[src/rtl/edge_binarize_pack.sv]
// Thresholds Sobel gradient magnitudes to 1-bit edge flags and packs them LSB-first
// into output words. Words go out through a FWFT FIFO; the per-frame max sets the auto threshold.
module edge_binarize_pack #(
    parameter int ROI_SIZE            = 480,
    parameter int PIXELS_IN_PER_CYCLE = 2,
    parameter int IN_WIDTH            = 12,
    parameter int PORT_BITS           = 128,
    parameter int FIFO_DEPTH          = 8,
    parameter int THR_SHIFT           = 2
) (
    input  logic                                                clk,
    input  logic                                                rst_n,
    input  logic                                                clk_en,
    input  logic                                                in_valid,
    input  logic signed [PIXELS_IN_PER_CYCLE-1:0][IN_WIDTH-1:0] data_in,
    input  logic                                                thr_sel,
    input  logic        [IN_WIDTH-1:0]                          thr_in,
    input  logic                                                ovf_clr,
    output logic        [PORT_BITS-1:0]                         out_data,
    output logic                                                out_valid,
    output logic                                                out_last,
    input  logic                                                out_ready,
    output logic                                                frame_done,
    output logic        [IN_WIDTH-1:0]                          frame_max,
    output logic                                                overflow
);

    localparam int P         = PIXELS_IN_PER_CYCLE;
    localparam int FRAME_PIX = ROI_SIZE * ROI_SIZE;
    localparam int PIX_W     = $clog2(FRAME_PIX + 1);
    localparam int BP_W      = (PORT_BITS > 1) ? $clog2(PORT_BITS) : 1;
    localparam int AW        = $clog2(FIFO_DEPTH);
    localparam int CNT_W     = AW + 1;

    typedef enum logic [1:0] {IDLE, ACTIVE, FLUSH} state_t;

    function automatic logic signed [IN_WIDTH-1:0] smax(
        input logic signed [IN_WIDTH-1:0] a,
        input logic signed [IN_WIDTH-1:0] b
    );
        return (b > a) ? b : a;
    endfunction

    state_t                       state_p0, state_nxt;
    logic signed [IN_WIDTH-1:0]   thr_p0;
    logic        [PORT_BITS-1:0]  pack_p0;
    logic        [BP_W-1:0]       bit_ptr_p0;
    logic        [PIX_W-1:0]      pix_cnt_p0;
    logic signed [IN_WIDTH-1:0]   run_max_p0;
    logic signed [IN_WIDTH-1:0]   prev_max_p0;
    logic signed [IN_WIDTH-1:0]   frame_max_p1;
    logic                         frame_done_p1;

    logic                         beat;
    logic signed [IN_WIDTH-1:0]   thr_new;
    logic signed [IN_WIDTH-1:0]   thr_use;
    logic        [P-1:0]          flags;
    logic signed [IN_WIDTH-1:0]   beat_max;
    logic signed [IN_WIDTH-1:0]   max_next;
    logic                         word_full;
    logic                         frame_end;
    logic        [PORT_BITS-1:0]  pack_next;

    logic                         push;
    logic                         push_last;
    logic        [PORT_BITS-1:0]  push_data;
    logic                         frame_push;

    // ---- stage p0: threshold, flag generation and packing ----
    assign beat      = clk_en & in_valid & (state_p0 != FLUSH);
    assign thr_new   = thr_sel ? (prev_max_p0 >>> THR_SHIFT) : $signed(thr_in);
    assign thr_use   = (state_p0 == IDLE) ? thr_new : thr_p0;
    assign word_full = (bit_ptr_p0 == BP_W'(PORT_BITS - P));
    assign frame_end = (pix_cnt_p0 == PIX_W'(FRAME_PIX - P));

    always_comb begin
        flags    = '0;
        beat_max = $signed(data_in[0]);
        for (int n = 0; n < P; n++) begin
            flags[n] = ($signed(data_in[n]) > thr_use);
            beat_max = smax(beat_max, $signed(data_in[n]));
        end
    end

    assign pack_next = pack_p0 | (PORT_BITS'(flags) << bit_ptr_p0);
    assign max_next  = beat ? smax(run_max_p0, beat_max) : run_max_p0;

    always_comb begin
        state_nxt = state_p0;
        case (state_p0)
            IDLE, ACTIVE: begin
                if (beat) begin
                    if (frame_end) state_nxt = word_full ? IDLE : FLUSH;
                    else           state_nxt = ACTIVE;
                end
            end
            FLUSH:   state_nxt = IDLE;
            default: state_nxt = IDLE;
        endcase
    end

    always_comb begin
        push      = 1'b0;
        push_last = 1'b0;
        push_data = pack_next;
        case (state_p0)
            FLUSH: begin
                push      = clk_en;
                push_last = 1'b1;
                push_data = pack_p0;
            end
            default: begin
                push      = beat & word_full;
                push_last = frame_end;
            end
        endcase
        frame_push = push & push_last;
    end

    always_ff @(posedge clk or negedge rst_n) begin
        if (!rst_n) begin
            state_p0      <= IDLE;
            thr_p0        <= '0;
            pack_p0       <= '0;
            bit_ptr_p0    <= '0;
            pix_cnt_p0    <= '0;
            run_max_p0    <= '0;
            prev_max_p0   <= '0;
            frame_max_p1  <= '0;
            frame_done_p1 <= 1'b0;
        end else if (clk_en) begin
            state_p0      <= state_nxt;
            frame_done_p1 <= frame_push;
            if (beat) begin
                if (state_p0 == IDLE) thr_p0 <= thr_new;
                pack_p0    <= word_full ? '0 : pack_next;
                bit_ptr_p0 <= word_full ? '0 : bit_ptr_p0 + BP_W'(P);
                pix_cnt_p0 <= frame_end ? '0 : pix_cnt_p0 + PIX_W'(P);
            end else if (state_p0 == FLUSH) begin
                pack_p0    <= '0;
                bit_ptr_p0 <= '0;
            end
            // The frame-end push folds the final beat into the max before it is published.
            if (frame_push) begin
                frame_max_p1 <= max_next;
                prev_max_p0  <= max_next;
                run_max_p0   <= '0;
            end else if (beat) begin
                run_max_p0   <= max_next;
            end
        end
    end

    assign frame_done = frame_done_p1;
    assign frame_max  = frame_max_p1;

    // ---- stage p1: first-word-fall-through output FIFO ----
    logic [PORT_BITS-1:0] mem_data [FIFO_DEPTH];
    logic                 mem_last [FIFO_DEPTH];
    logic [AW-1:0]        wr_ptr, rd_ptr;
    logic [CNT_W-1:0]     fifo_cnt;
    logic                 full, pop, push_ok, ovf_set, ovf_q;

    assign out_valid = (fifo_cnt != '0);
    assign full      = (fifo_cnt == CNT_W'(FIFO_DEPTH));
    assign pop       = out_valid & out_ready & clk_en;
    assign push_ok   = push & (~full | pop);
    assign ovf_set   = push & full & ~pop;

    always_ff @(posedge clk) begin
        if (push_ok) begin
            mem_data[wr_ptr] <= push_data;
            mem_last[wr_ptr] <= push_last;
        end
    end

    always_ff @(posedge clk or negedge rst_n) begin
        if (!rst_n) begin
            wr_ptr   <= '0;
            rd_ptr   <= '0;
            fifo_cnt <= '0;
            ovf_q    <= 1'b0;
        end else begin
            if (push_ok) wr_ptr <= wr_ptr + AW'(1);
            if (pop)     rd_ptr <= rd_ptr + AW'(1);
            case ({push_ok, pop})
                2'b10:   fifo_cnt <= fifo_cnt + CNT_W'(1);
                2'b01:   fifo_cnt <= fifo_cnt - CNT_W'(1);
                default: fifo_cnt <= fifo_cnt;
            endcase
            if (ovf_set)                 ovf_q <= 1'b1;
            else if (clk_en && ovf_clr)  ovf_q <= 1'b0;
        end
    end

    assign out_data = out_valid ? mem_data[rd_ptr] : '0;
    assign out_last = out_valid ? mem_last[rd_ptr] : 1'b0;
    assign overflow = ovf_q;

endmodule

[config.mk]
export PLATFORM = sky130hd
export DESIGN_NAME = edge_binarize_pack
export DESIGN_NICKNAME = d
export VERILOG_FILES = /design/src/rtl/edge_binarize_pack.sv
export SDC_FILE = /design/constraint.sdc
export NUM_CORES = 2
export LEC_CHECK = 0
export ABC_AREA = 1
export BUFFER_PORTS_ARGS = -buffer_cell sky130_fd_sc_hd__buf_4
export CAP_MARGIN = 30
export CORE_UTILIZATION = 56
export DETAILED_ROUTE_END_ITERATION = 10
export PLACE_DENSITY = 0.76
export SLEW_MARGIN = 10
export SYNTH_ARGS = -nofsm -noshare
export SYNTH_HDL_FRONTEND = slang
export SYNTH_SLANG_ARGS = --single-unit
[constraint.sdc]
create_clock -name clk -period 7.9 [get_ports clk]
set_clock_uncertainty 0.05 [all_clocks]
set_input_delay 0.395 -clock clk [delete_from_list [all_inputs] [get_ports clk]]
set_output_delay 0.395 -clock clk [all_outputs]
set_load 0.02 [all_outputs]
==> results.md <==
- # diodes: 0
- Gate Count Post-Synth: 4,596
- CP Data Required Time: between 8 and 9 ns
- GRT Resource Usage Total: 27.16%
- Setup bufs post-CTS: 0
- Final ANT Viol Nets: 0
- Ys Warns: 0
- Final Max Slew Viols: 0
- Clock Power Share: 26.4%
- Switch Pwr: 7.810 mW
- Run status: finished clean
- Sw Ratio: 37.43%
- Max transition margin: 10.63%
- Fin crit period: 5.219 ns
- Sink Count: 1,233
- First drt pass iteration count: 6
- Fmax: ~190 MHz
- Vias per cell: 6.040
- DIE HEIGHT: 305.9 um
- Avg Cell Area, Syn: 11.25 um^2
- Number of antenna violations at the first check in global routing: 0
- Clock transition at the registers of the reported paths: 0.06 ns
- Unrepaired setup endpoints after global routing: false
- Worst EP arrival: about 5.5 ns
- Compound-Gate Fraction of Synth Area: 11.57%
- Largest family of logic cells by synthesized area: simple AND/OR/NAND/NOR gates
- Setup CP Type: flop to flop
- Final wirelength: 128,000 um
- Vias in the first global route: 34,610
- Pin count of the biggest net entering global routing: 256
- CTS tree: built
- Synth Register Bits: 1,233
- Worst vdd ir: ~360 uV
- Tightest Pin Transition: 1.341 ns
- Combinational Power Share: 36.1%
- Wire length per cell: 21.56 um
- CTS Root Cell: clkbuf_16
- Synthesized Nets: 4,694
- Row count: 111
- Most frequent cells in the layout: 1,032 x edfxtp_1, 856 x nor2_1, 729 x o21ai_0
- Power Internal: between 10 and 15 mW
- Worst setup SP type: flop
- H-tree depth: 3
- Fillers: 6,657
- Iteration-0 DRC Markers: 4,161
- Areal power density over the cells: between 300 and 400 nW/um^2
- CTS buffer count: 116
- Via Count: 35,860
- Post-route setup slack: between 2 and 3 ns
- Global-route wire length before repair: 197,100 um
- Layout area overhead: 11.87%
- Die W: roughly 300 um
- Core footprint: 91,520 um^2
- Pre-CTS WS: 2.437 ns
- P_leak: 21.63 nW
- Yosys cell types: 45
- Post-layout instance area: between 50,000 and 60,000 um^2
- Critical path peak fanout: 72
- Hold/Removal Path Class: input pin to flop
- DRC Markers: 0
- CTS max path bufs: 3
- Initial Utilization: a little under three fifths
- Layout cell share with drive strength beyond 1: 10.06%
- Fin Setup TNS: 0 ns
- Final setup fails: 0
- # Max-Cap Violations: 0
- Ports: roughly 190
- Seq pwr share: a little under two fifths
- CP endpoint kind: flop
- Most common cell after layout, fill and taps aside: edfxtp_1
- Hpwl dp: 71,990 um
- Total Power: between 20 and 25 mW
- Register area share after synthesis: a little over two thirds
- Global route total overflow: 0
- Dpl cell area: 53,980 um^2
- Final Net Count: 4,748
- Post-synthesis mux area share: 0%
- Period utilisation layout: 66.07%
- Simple-Gate Fraction of Synth Area: 13.20%
- Synth Area in XOR/XNOR: 0.2371%
- Clk Latency, worst-skew pair: about 0.70 ns
- GPL Wtd Cong: between 0.9 and 1
- Adder-Cell Fraction of Synth Area: 1.345%
- Port Buffers: 186
- Final Hold Vio Count: 0
- DIE AREA: 93,570 um^2
- Cell Area, Synth: a little over 50,000 um^2
-- per-stage QoR --
stage                     utilization, %  std cells  hold slack, ns
after global routing               63.21       5936         0.06686
after global placement             58.92       5706          0.4124
after detailed placement           58.98       5710          0.4158
after CTS                          63.11       5929         0.01102
after floorplan                        -       4596         0.04941
final                              63.21       5936         0.07930
-- power by group through the flow --
stage / registers, mW / logic, mW / clock network, mW
6_report: 7.83 / 7.54 / 5.50
2_1_floorplan: 7.90 / 4.76 / 0
4_1_cts: 7.82 / 7.54 / 5.55
3_3_place_gp: 7.94 / 7.36 / 0
5_1_grt: 7.86 / 8.20 / 5.80
3_5_place_dp: 7.95 / 7.49 / 0
-- registers in the layout, summed over array words and instances (netlist names) --
register / cells
mem_data: 1024
pack_p0: 128
pix_cnt_p0: 17
frame_max: 12
run_max_p0: 12
thr_p0: 12
mem_last: 8
bit_ptr_p0: 6
fifo_cnt: 4
rd_ptr: 3
wr_ptr: 3
state_p0: 2
frame_done: 1
overflow: 1
-- cell families after synthesis --
family	count (synthesis)
AOI/OAI and AO/OA	1117
xor gates and xnor gates	14
adders and majority gates	55
buffers and inverters	535
DFF	1233
and+or+nand+nor	1642
-- metal layers --
metal	up-vias	part of all wire [%]	GRT usage [%]
li1	16370	-	-
met1	17460	39	36.26
met2	1759	49	44.86
met3	268	8.3	4.009
met4	0	3.8	11.32
met5	-	0	0
-- path summary, 6_finish.rpt --
kind,start,to,slack (ns),depth (start not counted)
min in group asynchronous,rst_n,thr_p0[8],0.25,2
max,state_p0[0],mem_data[0][113],2.68,13
max reg2reg,state_p0[0],mem_data[0][113],2.68,13
min reg2reg,pack_p0[72],pack_p0[72],0.43,2
min,ovf_clr,overflow,0.08,3
max in group asynchronous,rst_n,bit_ptr_p0[5],5.48,4
-- final cells by class --
class / instances / area [um^2] / area share [%]
inverters: 230 / 889.6 / 1.538
well taps: 1186 / 1484 / 2.565
clock inverters: 52 / 554.3 / 0.9580
flip-flops and latches: 1233 / 36030 / 62.27
multi-input cells: 2828 / 13710 / 23.69
repair buffers: 241 / 1978 / 3.419
clock buffers: 166 / 3214 / 5.556
-- critical path, cell delays in order, from the launching register on --
cell      delay (ns)
dfrtp_1         0.38
inv_1           0.08
nand2_2         0.04
buf_4           0.37
nand2_4         0.38
clkinv_2        0.64
nand2_2         0.35
nand2_4         0.28
buf_16          0.30
nor2_4          0.17
inv_1           0.07
or2_1           0.36
nor2_4          0.48
buf_4           0.76
-- cells in the mapped netlist (all sizes together) --
| master | instances | share of area [%] |
|---|---|---|
| buf | 70 | 0.62 |
| or2 | 1 | 0.012 |
| inv | 227 | 1.7 |
| nor4 | 1 | 0.012 |
| clkinv | 3 | 0.024 |
| a221oi | 1 | 0.017 |
| o31ai | 2 | 0.029 |
| edfxtp | 1032 | 60 |
| clkbuf | 235 | 1.7 |
| a22o | 1 | 0.017 |
| and3 | 1 | 0.012 |
| nor2 | 895 | 6.8 |
| o22ai | 138 | 1.7 |
| nand3 | 145 | 1.5 |
| a21o | 15 | 0.22 |
| a211oi | 1 | 0.015 |
| xor2 | 10 | 0.17 |
| xnor2 | 4 | 0.068 |
| a21oi | 87 | 0.84 |
| a31oi | 130 | 1.6 |
| nand3b | 1 | 0.015 |
| fa | 1 | 0.039 |
| nor3b | 1 | 0.015 |
| nand4 | 88 | 1.1 |
| ha | 54 | 1.3 |
| nor3 | 14 | 0.18 |
| o21ai | 742 | 7.2 |
| nand2 | 495 | 3.7 |
| dfrtp | 201 | 9.7 |
-- repair_timing --
action                                 4_1_cts  5_1_grt
gates resized for setup                      0        0
endpoints found under the hold margin       84        0
hold buffers                                 1        0
Note: power is estimated with default switching activity, not from simulation.
